<file path="config.mk">
export PLATFORM = sky130hd
export DESIGN_NAME = ysyx_22050710_sram_arbiter
export DESIGN_NICKNAME = d
export VERILOG_FILES = /design/src/rtl/ysyx_22050710_sram_arbiter_pkg.sv /design/src/rtl/ysyx_22050710_sram_arbiter_id_fifo.sv /design/src/rtl/ysyx_22050710_sram_arbiter.sv
export SDC_FILE = /design/constraint.sdc
export NUM_CORES = 1
export LEC_CHECK = 0
export ABC_AREA = 1
export CORE_AREA = 2 2 181 183
export DETAILED_ROUTE_END_ITERATION = 12
export DIE_AREA = 0 0 183 185
export GPL_TIMING_DRIVEN = 1
export PLACE_DENSITY = 0.46
export SETUP_SLACK_MARGIN = 0.2
export SKIP_CTS_REPAIR_TIMING = 1
export SYNTH_ARGS = -nofsm -noshare
export SYNTH_HDL_FRONTEND = slang
export SYNTH_SLANG_ARGS = --single-unit
</file>
<file path="constraint.sdc">
create_clock -name i_clk -period 2.05 [get_ports i_clk]
set_input_delay 0.205 -clock i_clk [delete_from_list [all_inputs] [get_ports i_clk]]
set_output_delay 0.205 -clock i_clk [all_outputs]
set_load 0.005 [all_outputs]
</file>
<file path="src/rtl/ysyx_22050710_sram_arbiter_pkg.sv">
// Shared types and helpers for the SRAM-like bus arbiter.
// Size encodings, arbiter lock-state enum and channel-id width helper.
package ysyx_22050710_sram_arbiter_pkg;

  typedef enum logic [1:0] {
    SRAM_SIZE_1B = 2'd0,
    SRAM_SIZE_2B = 2'd1,
    SRAM_SIZE_4B = 2'd2,
    SRAM_SIZE_8B = 2'd3
  } sram_size_e;

  typedef enum logic {
    ARB_OPEN   = 1'b0,
    ARB_LOCKED = 1'b1
  } arb_state_e;

  // Width of a channel index; kept at least one bit wide.
  function automatic int unsigned ch_id_wd(input int unsigned num_ch);
    return (num_ch > 1) ? $clog2(num_ch) : 1;
  endfunction

endpackage

</file>
<file path="src/rtl/ysyx_22050710_sram_arbiter_id_fifo.sv">
// In-flight request ID FIFO: remembers which channel issued each accepted request
// so responses can be routed back in order.
module ysyx_22050710_id_fifo #(
  parameter int unsigned DEPTH = 4,
  parameter int unsigned WIDTH = 1
) (
  input  logic             i_clk,
  input  logic             i_rst_n,
  input  logic             i_push,
  input  logic             i_pop,
  input  logic [WIDTH-1:0] i_wdata,
  output logic [WIDTH-1:0] o_rdata,
  output logic             o_full,
  output logic             o_empty
);

  localparam int unsigned PTR_W = (DEPTH > 1) ? $clog2(DEPTH) : 1;
  localparam int unsigned CNT_W = PTR_W + 1;

  logic [WIDTH-1:0] r_mem [DEPTH];
  logic [PTR_W-1:0] r_wr_ptr;
  logic [PTR_W-1:0] r_rd_ptr;
  logic [CNT_W-1:0] r_count;
  logic             w_push;
  logic             w_pop;

  assign w_push  = i_push && !o_full;
  assign w_pop   = i_pop && !o_empty;
  assign o_full  = (r_count == CNT_W'(DEPTH));
  assign o_empty = (r_count == '0);
  assign o_rdata = r_mem[r_rd_ptr];

  // Pointers wrap naturally since DEPTH is a power of two.
  always_ff @(posedge i_clk or negedge i_rst_n) begin
    if (!i_rst_n) begin
      r_wr_ptr <= '0;
      r_rd_ptr <= '0;
      r_count  <= '0;
    end else begin
      if (w_push) r_wr_ptr <= r_wr_ptr + PTR_W'(1);
      if (w_pop)  r_rd_ptr <= r_rd_ptr + PTR_W'(1);
      case ({w_push, w_pop})
        2'b10:   r_count <= r_count + CNT_W'(1);
        2'b01:   r_count <= r_count - CNT_W'(1);
        default: r_count <= r_count;
      endcase
    end
  end

  always_ff @(posedge i_clk) begin
    if (w_push) r_mem[r_wr_ptr] <= i_wdata;
  end

endmodule

</file>
<file path="src/rtl/ysyx_22050710_sram_arbiter.sv">
// N-channel SRAM-like arbiter: merges upstream master ports onto one downstream port,
// with request locking, RR/fixed priority, and in-order response routing via an ID FIFO.
module ysyx_22050710_sram_arbiter
  import ysyx_22050710_sram_arbiter_pkg::*;
#(
  parameter int unsigned NUM_CH          = 2,
  parameter int unsigned SRAM_ADDR_WD    = 32,
  parameter int unsigned SRAM_WMASK_WD   = 8,
  parameter int unsigned SRAM_DATA_WD    = 64,
  parameter int unsigned MAX_OUTSTANDING = 4,
  parameter int unsigned PRIO_MODE       = 0
) (
  input  logic                              i_clk,
  input  logic                              i_rst_n,
  input  logic [NUM_CH-1:0]                 i_s_req,
  input  logic [NUM_CH-1:0]                 i_s_op,
  input  logic [2*NUM_CH-1:0]               i_s_size,
  input  logic [NUM_CH*SRAM_ADDR_WD-1:0]    i_s_addr,
  input  logic [NUM_CH*SRAM_WMASK_WD-1:0]   i_s_wstrb,
  input  logic [NUM_CH*SRAM_DATA_WD-1:0]    i_s_wdata,
  output logic [NUM_CH-1:0]                 o_s_addr_ok,
  output logic [NUM_CH-1:0]                 o_s_data_ok,
  output logic [SRAM_DATA_WD-1:0]           o_s_rdata,
  output logic                              o_m_req,
  output logic                              o_m_op,
  output logic [1:0]                        o_m_size,
  output logic [SRAM_ADDR_WD-1:0]           o_m_addr,
  output logic [SRAM_WMASK_WD-1:0]          o_m_wstrb,
  output logic [SRAM_DATA_WD-1:0]           o_m_wdata,
  input  logic                              i_m_addr_ok,
  input  logic                              i_m_data_ok,
  input  logic [SRAM_DATA_WD-1:0]           i_m_rdata
);

  localparam int unsigned     CH_W    = ch_id_wd(NUM_CH);
  localparam logic [CH_W-1:0] LAST_CH = CH_W'(NUM_CH - 1);

  arb_state_e        r_state;
  arb_state_e        w_state_nxt;
  logic [CH_W-1:0]   r_lock_ch;
  logic [CH_W-1:0]   r_last_grant;
  logic [CH_W-1:0]   w_grant;
  logic [CH_W-1:0]   w_head;
  logic              w_full;
  logic              w_empty;
  logic              w_m_req;
  logic              w_hs;
  logic              w_stall;
  logic              w_pop;

  logic [SRAM_ADDR_WD-1:0]  w_addr_ch  [NUM_CH];
  logic [SRAM_WMASK_WD-1:0] w_wstrb_ch [NUM_CH];
  logic [SRAM_DATA_WD-1:0]  w_wdata_ch [NUM_CH];
  logic [1:0]               w_size_ch  [NUM_CH];

  function automatic int unsigned rr_idx(input logic [CH_W-1:0] base, input int unsigned off);
    return (int'(base) + off) % NUM_CH;
  endfunction

  for (genvar g = 0; g < NUM_CH; g++) begin : g_ch
    assign w_addr_ch[g]  = i_s_addr[g*SRAM_ADDR_WD +: SRAM_ADDR_WD];
    assign w_wstrb_ch[g] = i_s_wstrb[g*SRAM_WMASK_WD +: SRAM_WMASK_WD];
    assign w_wdata_ch[g] = i_s_wdata[g*SRAM_DATA_WD +: SRAM_DATA_WD];
    assign w_size_ch[g]  = i_s_size[g*2 +: 2];
  end

  // Grant select: later loop iterations override earlier ones, so the
  // highest-priority candidate is visited last.
  always_comb begin
    w_grant = '0;
    if (r_state == ARB_LOCKED) begin
      w_grant = r_lock_ch;
    end else if (PRIO_MODE != 0) begin
      for (int i = NUM_CH - 1; i >= 0; i--) begin
        if (i_s_req[CH_W'(i)]) w_grant = CH_W'(i);
      end
    end else begin
      for (int unsigned off = NUM_CH; off >= 1; off--) begin
        if (i_s_req[CH_W'(rr_idx(r_last_grant, off))]) w_grant = CH_W'(rr_idx(r_last_grant, off));
      end
    end
  end

  assign w_m_req = i_rst_n && !w_full && i_s_req[w_grant];
  assign w_hs    = w_m_req && i_m_addr_ok;
  assign w_stall = w_m_req && !i_m_addr_ok;
  assign w_pop   = i_rst_n && i_m_data_ok && !w_empty;

  assign o_m_req     = w_m_req;
  assign o_m_op      = i_s_op[w_grant];
  assign o_m_size    = w_size_ch[w_grant];
  assign o_m_addr    = w_addr_ch[w_grant];
  assign o_m_wstrb   = w_wstrb_ch[w_grant];
  assign o_m_wdata   = w_wdata_ch[w_grant];
  assign o_s_addr_ok = w_hs  ? (NUM_CH'(1) << w_grant) : '0;
  assign o_s_data_ok = w_pop ? (NUM_CH'(1) << w_head)  : '0;
  assign o_s_rdata   = i_m_rdata;

  always_ff @(posedge i_clk or negedge i_rst_n) begin
    if (!i_rst_n) begin
      r_state      <= ARB_OPEN;
      r_lock_ch    <= '0;
      r_last_grant <= LAST_CH;
    end else begin
      r_state <= w_state_nxt;
      if (w_stall) r_lock_ch    <= w_grant;
      if (w_hs)    r_last_grant <= w_grant;
    end
  end

  // Lock holds the grant on a stalled request until it is accepted.
  always_comb begin
    w_state_nxt = r_state;
    case (r_state)
      ARB_OPEN:   if (w_stall) w_state_nxt = ARB_LOCKED;
      ARB_LOCKED: if (w_hs)    w_state_nxt = ARB_OPEN;
      default:    w_state_nxt = ARB_OPEN;
    endcase
  end

  ysyx_22050710_id_fifo #(
    .DEPTH (MAX_OUTSTANDING),
    .WIDTH (CH_W)
  ) u_id_fifo (
    .i_clk   (i_clk),
    .i_rst_n (i_rst_n),
    .i_push  (w_hs),
    .i_pop   (w_pop),
    .i_wdata (w_grant),
    .o_rdata (w_head),
    .o_full  (w_full),
    .o_empty (w_empty)
  );

  a_no_orphan_data_ok: assert property (@(posedge i_clk) disable iff (!i_rst_n)
    i_m_data_ok |-> !w_empty)
    else $error("sram_arbiter: data_ok with no request outstanding");

endmodule

</file>
==> reports/qor.yml <==
finish:
  final_area_um2: 6630
  nets: 1088
  area_growth_syn_to_layout_pct: 154
  n_antenna_cell: 0
  final_util_pct: 20.7
  instances_no_fill: 1205
  layout_common_cells: "328 x nand2_1, 223 x clkdlybuf4s50_1, 66 x dlymetal6s2s_1, 33 x clkbuf_2, 29 x buf_4"
  fill_cells: 3628
  final_common_cell: "nand2_1"
  drive_above_1_share_pct: 15.6
run:
  maxCapViolCount: 0
clock_tree:
  clk_pin_slew_ps: 50
  cts_buffers: 3
  cts_tree: "done"
  cts-root-buf: "clkbuf_16"
  clock_latency_ps: 240
  clockBufferDepth: 2
  clock-sinks: 14
  h-tree-depth: 1
setup_path:
  path_class: "flip-flop to primary output"
  startpoint_type: "flip-flop"
  cp_slowest_cell: "dfstp_2"
  cp-end-kind: "primary output"
  cp.required_ps: 1850
  cp_max_fo: 17
  path_cells: "nand2_2 -> nand3_4 -> nand2_8 -> clkinv_16 -> buf_12 -> nand2_1 -> nand2_1 -> clkdlybuf4s50_1"
  max_stage_delay_ps: 540
  arrival_ps: 1940
  cpMostUsedCell: "nand2_1"
sta:
  period_share_pct: 105
  worst_slack_ps: -94.5
  rsz0062_at_grt: "yes"
  worstMarginPinSlew_ps: 256
  min_period_ps: 2140
  fin_skew_ps: 1.75
  clock.fmax_mhz: 466
  slew-limit-headroom_pct: 82.9
  hold_violations: 0
  setup_viol_count_final: 5
  drv_slew: 0
synthesis:
  ys_seq_area_share_pct: 14.3
  yosysTopAreaCell: "nand2_1"
  syn-instance-count: 496
  synth_top_family_by_area: "simple AND/OR/NAND/NOR gates"
  netlist_top_cells_area: "nand2_1 49%, buf_4 19%, dfrtp_1 8.6%"
  synthesis.area_um2: 2610
  synthAdderAreaFrac_pct: 3.17
  yosysTopAreaCellShare_pct: 49.2
  synth_nets: 786
  synthDistinctLibCells: 22
  synth_compound_area_share_pct: 0.576
  synth_xor_area_share_pct: 1.01
  yosys.area_share.simple_pct: 54.2
  avgSynthCellArea_um2: 5.26
  synth-seq-cells: 14
  synthMuxAreaShare_pct: 0.432
  yosysWarnings: 0
placement:
  io_buffers: 331
  dp_hpwl_um: 12600
  dp.cells: 1180
  place.gp.congestion: 0.776
  dpl_cell_area_um2: 6140
  place_ws_ps: -173
power_and_ir_drop:
  p_leak_nw: 3.78
  switchingPower_w: 0.00256
  ir_drop_uv: 390
  p_int_w: 0.00349
  power_density_nw_per_um2: 913
  pwr-share-clk_pct: 6.2
  p_total_w: 0.00605
  comb_power_share_pct: 85.5
  sw_frac_of_total_pct: 42.4
  pwr-share-seq_pct: 8.4
global_route:
  grt_pass1_vias: 3725
  grt.total_usage_pct: 7.63
  grt_antenna_before_repair: 1
  grt_pass1_wl_um: 20200
  grt_max_degree: 47
  grt_overflow: 0
detailed_routing:
  routed_wl_um: 16500
  dr.pass1.iters: 4
  ant_nets: 0
  wl_per_cell_um: 13.7
  viasPerCell: 3.30
  num_vias: 3971
  drcViolationCount: 0
  drtIter0Drc: 88
die:
  die_y_um: 185
  placementRows: 66
  io_pins: 460
  dieWidth_um: 183
  coreArea_um2: 32000
  fp.dieArea_um2: 33900
  initial_core_util_pct: 8.14
outcome:
  status: "finished, violations left"
  violations: "setup timing"
worst_hold_path:
  hold_path.class: "input pin to async pin"
[metal layers]
metal  global-route usage [%]  vias up  part of all wire (%)
li1                         -     2016                     -
met1                     7.33     1679                    36
met2                     14.3      260                    50
met3                     4.31       14                    12
met4                     1.47        2                   1.5
met5                        0        -                 0.042
[cells by family (layout without fill, tap and decap cells)]
family          after synthesis  in the layout
simple gates                366            366
buf+inv                     103            404
flops                        14             14
fa+ha+maj                     6              6
compound gates                3              3
xor+xnor                      3              3
mux                           1              1
[worst max-delay path: cells and delay by family (launching register included)]
family                 cells  cell delay, ps
DFF                        1             540
buffers and inverters      3             770
and+or+nand+nor            5             390
[path summary, 6_finish.rpt]
check / to / slack, ps / depth (start not counted) / start
worst max-delay path: o_m_wdata[45] / -90 / 8 / r_last_grant
worst min-delay path: u_id_fifo.r_wr_ptr[0] / 410 / 3 / i_rst_n
worst max register to register: u_id_fifo.r_count[2] / 10 / 11 / flip-flop
worst min register to register: r_last_grant / 480 / 2 / r_last_grant
max in group asynchronous: r_last_grant / 1420 / 3 / i_rst_n
min in group i_clk: o_s_rdata[10] / 410 / 0 / i_m_rdata[10]
[state kept, by name, indices dropped and copies added (netlist names), named ones only]
signal and cells:
u_id_fifo.r_wr_ptr 2, u_id_fifo.r_mem 4, u_id_fifo.r_count 3, r_last_grant 1, u_id_fifo.r_rd_ptr 2, r_lock_ch 1
[cells in the mapped netlist]
| cell | n |
|---|---|
| xor2_1 | 2 |
| nand2_2 | 1 |
| o21ai_0 | 1 |
| nand2_1 | 342 |
| nand4_1 | 4 |
| inv_2 | 1 |
| dfrtp_1 | 9 |
| nand3_2 | 2 |
| inv_1 | 15 |
| xnor2_1 | 1 |
| mux2_2 | 1 |
| buf_2 | 16 |
| buf_6 | 4 |
| nand3_1 | 5 |
| nor2_4 | 1 |
| edfxtp_1 | 4 |
| nor2_1 | 11 |
| ha_1 | 5 |
| buf_4 | 67 |
| dfstp_2 | 1 |
| fa_1 | 1 |
| a21oi_1 | 2 |
[power by group through the flow]
stage	clock network [W]	logic, W	registers, W
finish	0.000373	0.00517	0.000507
global placement	0	0.00475	0.000504
floorplan	0	0.00195	0.000482
CTS	0.000383	0.00476	0.000504
detailed placement	0	0.00473	0.000505
global route	0.000401	0.00572	0.000522
[area by class of cell]
class,count,area (um2),share of cell area [%]
Clock buffer,3,75.1,1.13
Clock inverter,1,3.75,0.0566
Inverter,16,86.3,1.30
Multi-Input combinational cell,379,1650,24.9
Sequential cell,14,372,5.61
Tap cell,408,510,7.70
Timing Repair Buffer,384,3930,59.3
[metrics by stage]
step	setup TNS (ps)	hold WS [ps]
6_report	-375	409
2_1_floorplan	0	-90.6
5_1_grt	-1270	410
3_5_place_dp	-12030	410
3_3_place_gp	-12660	410
4_1_cts	-19990	410
No activity file was read; power rests on OpenSTA's default activity.
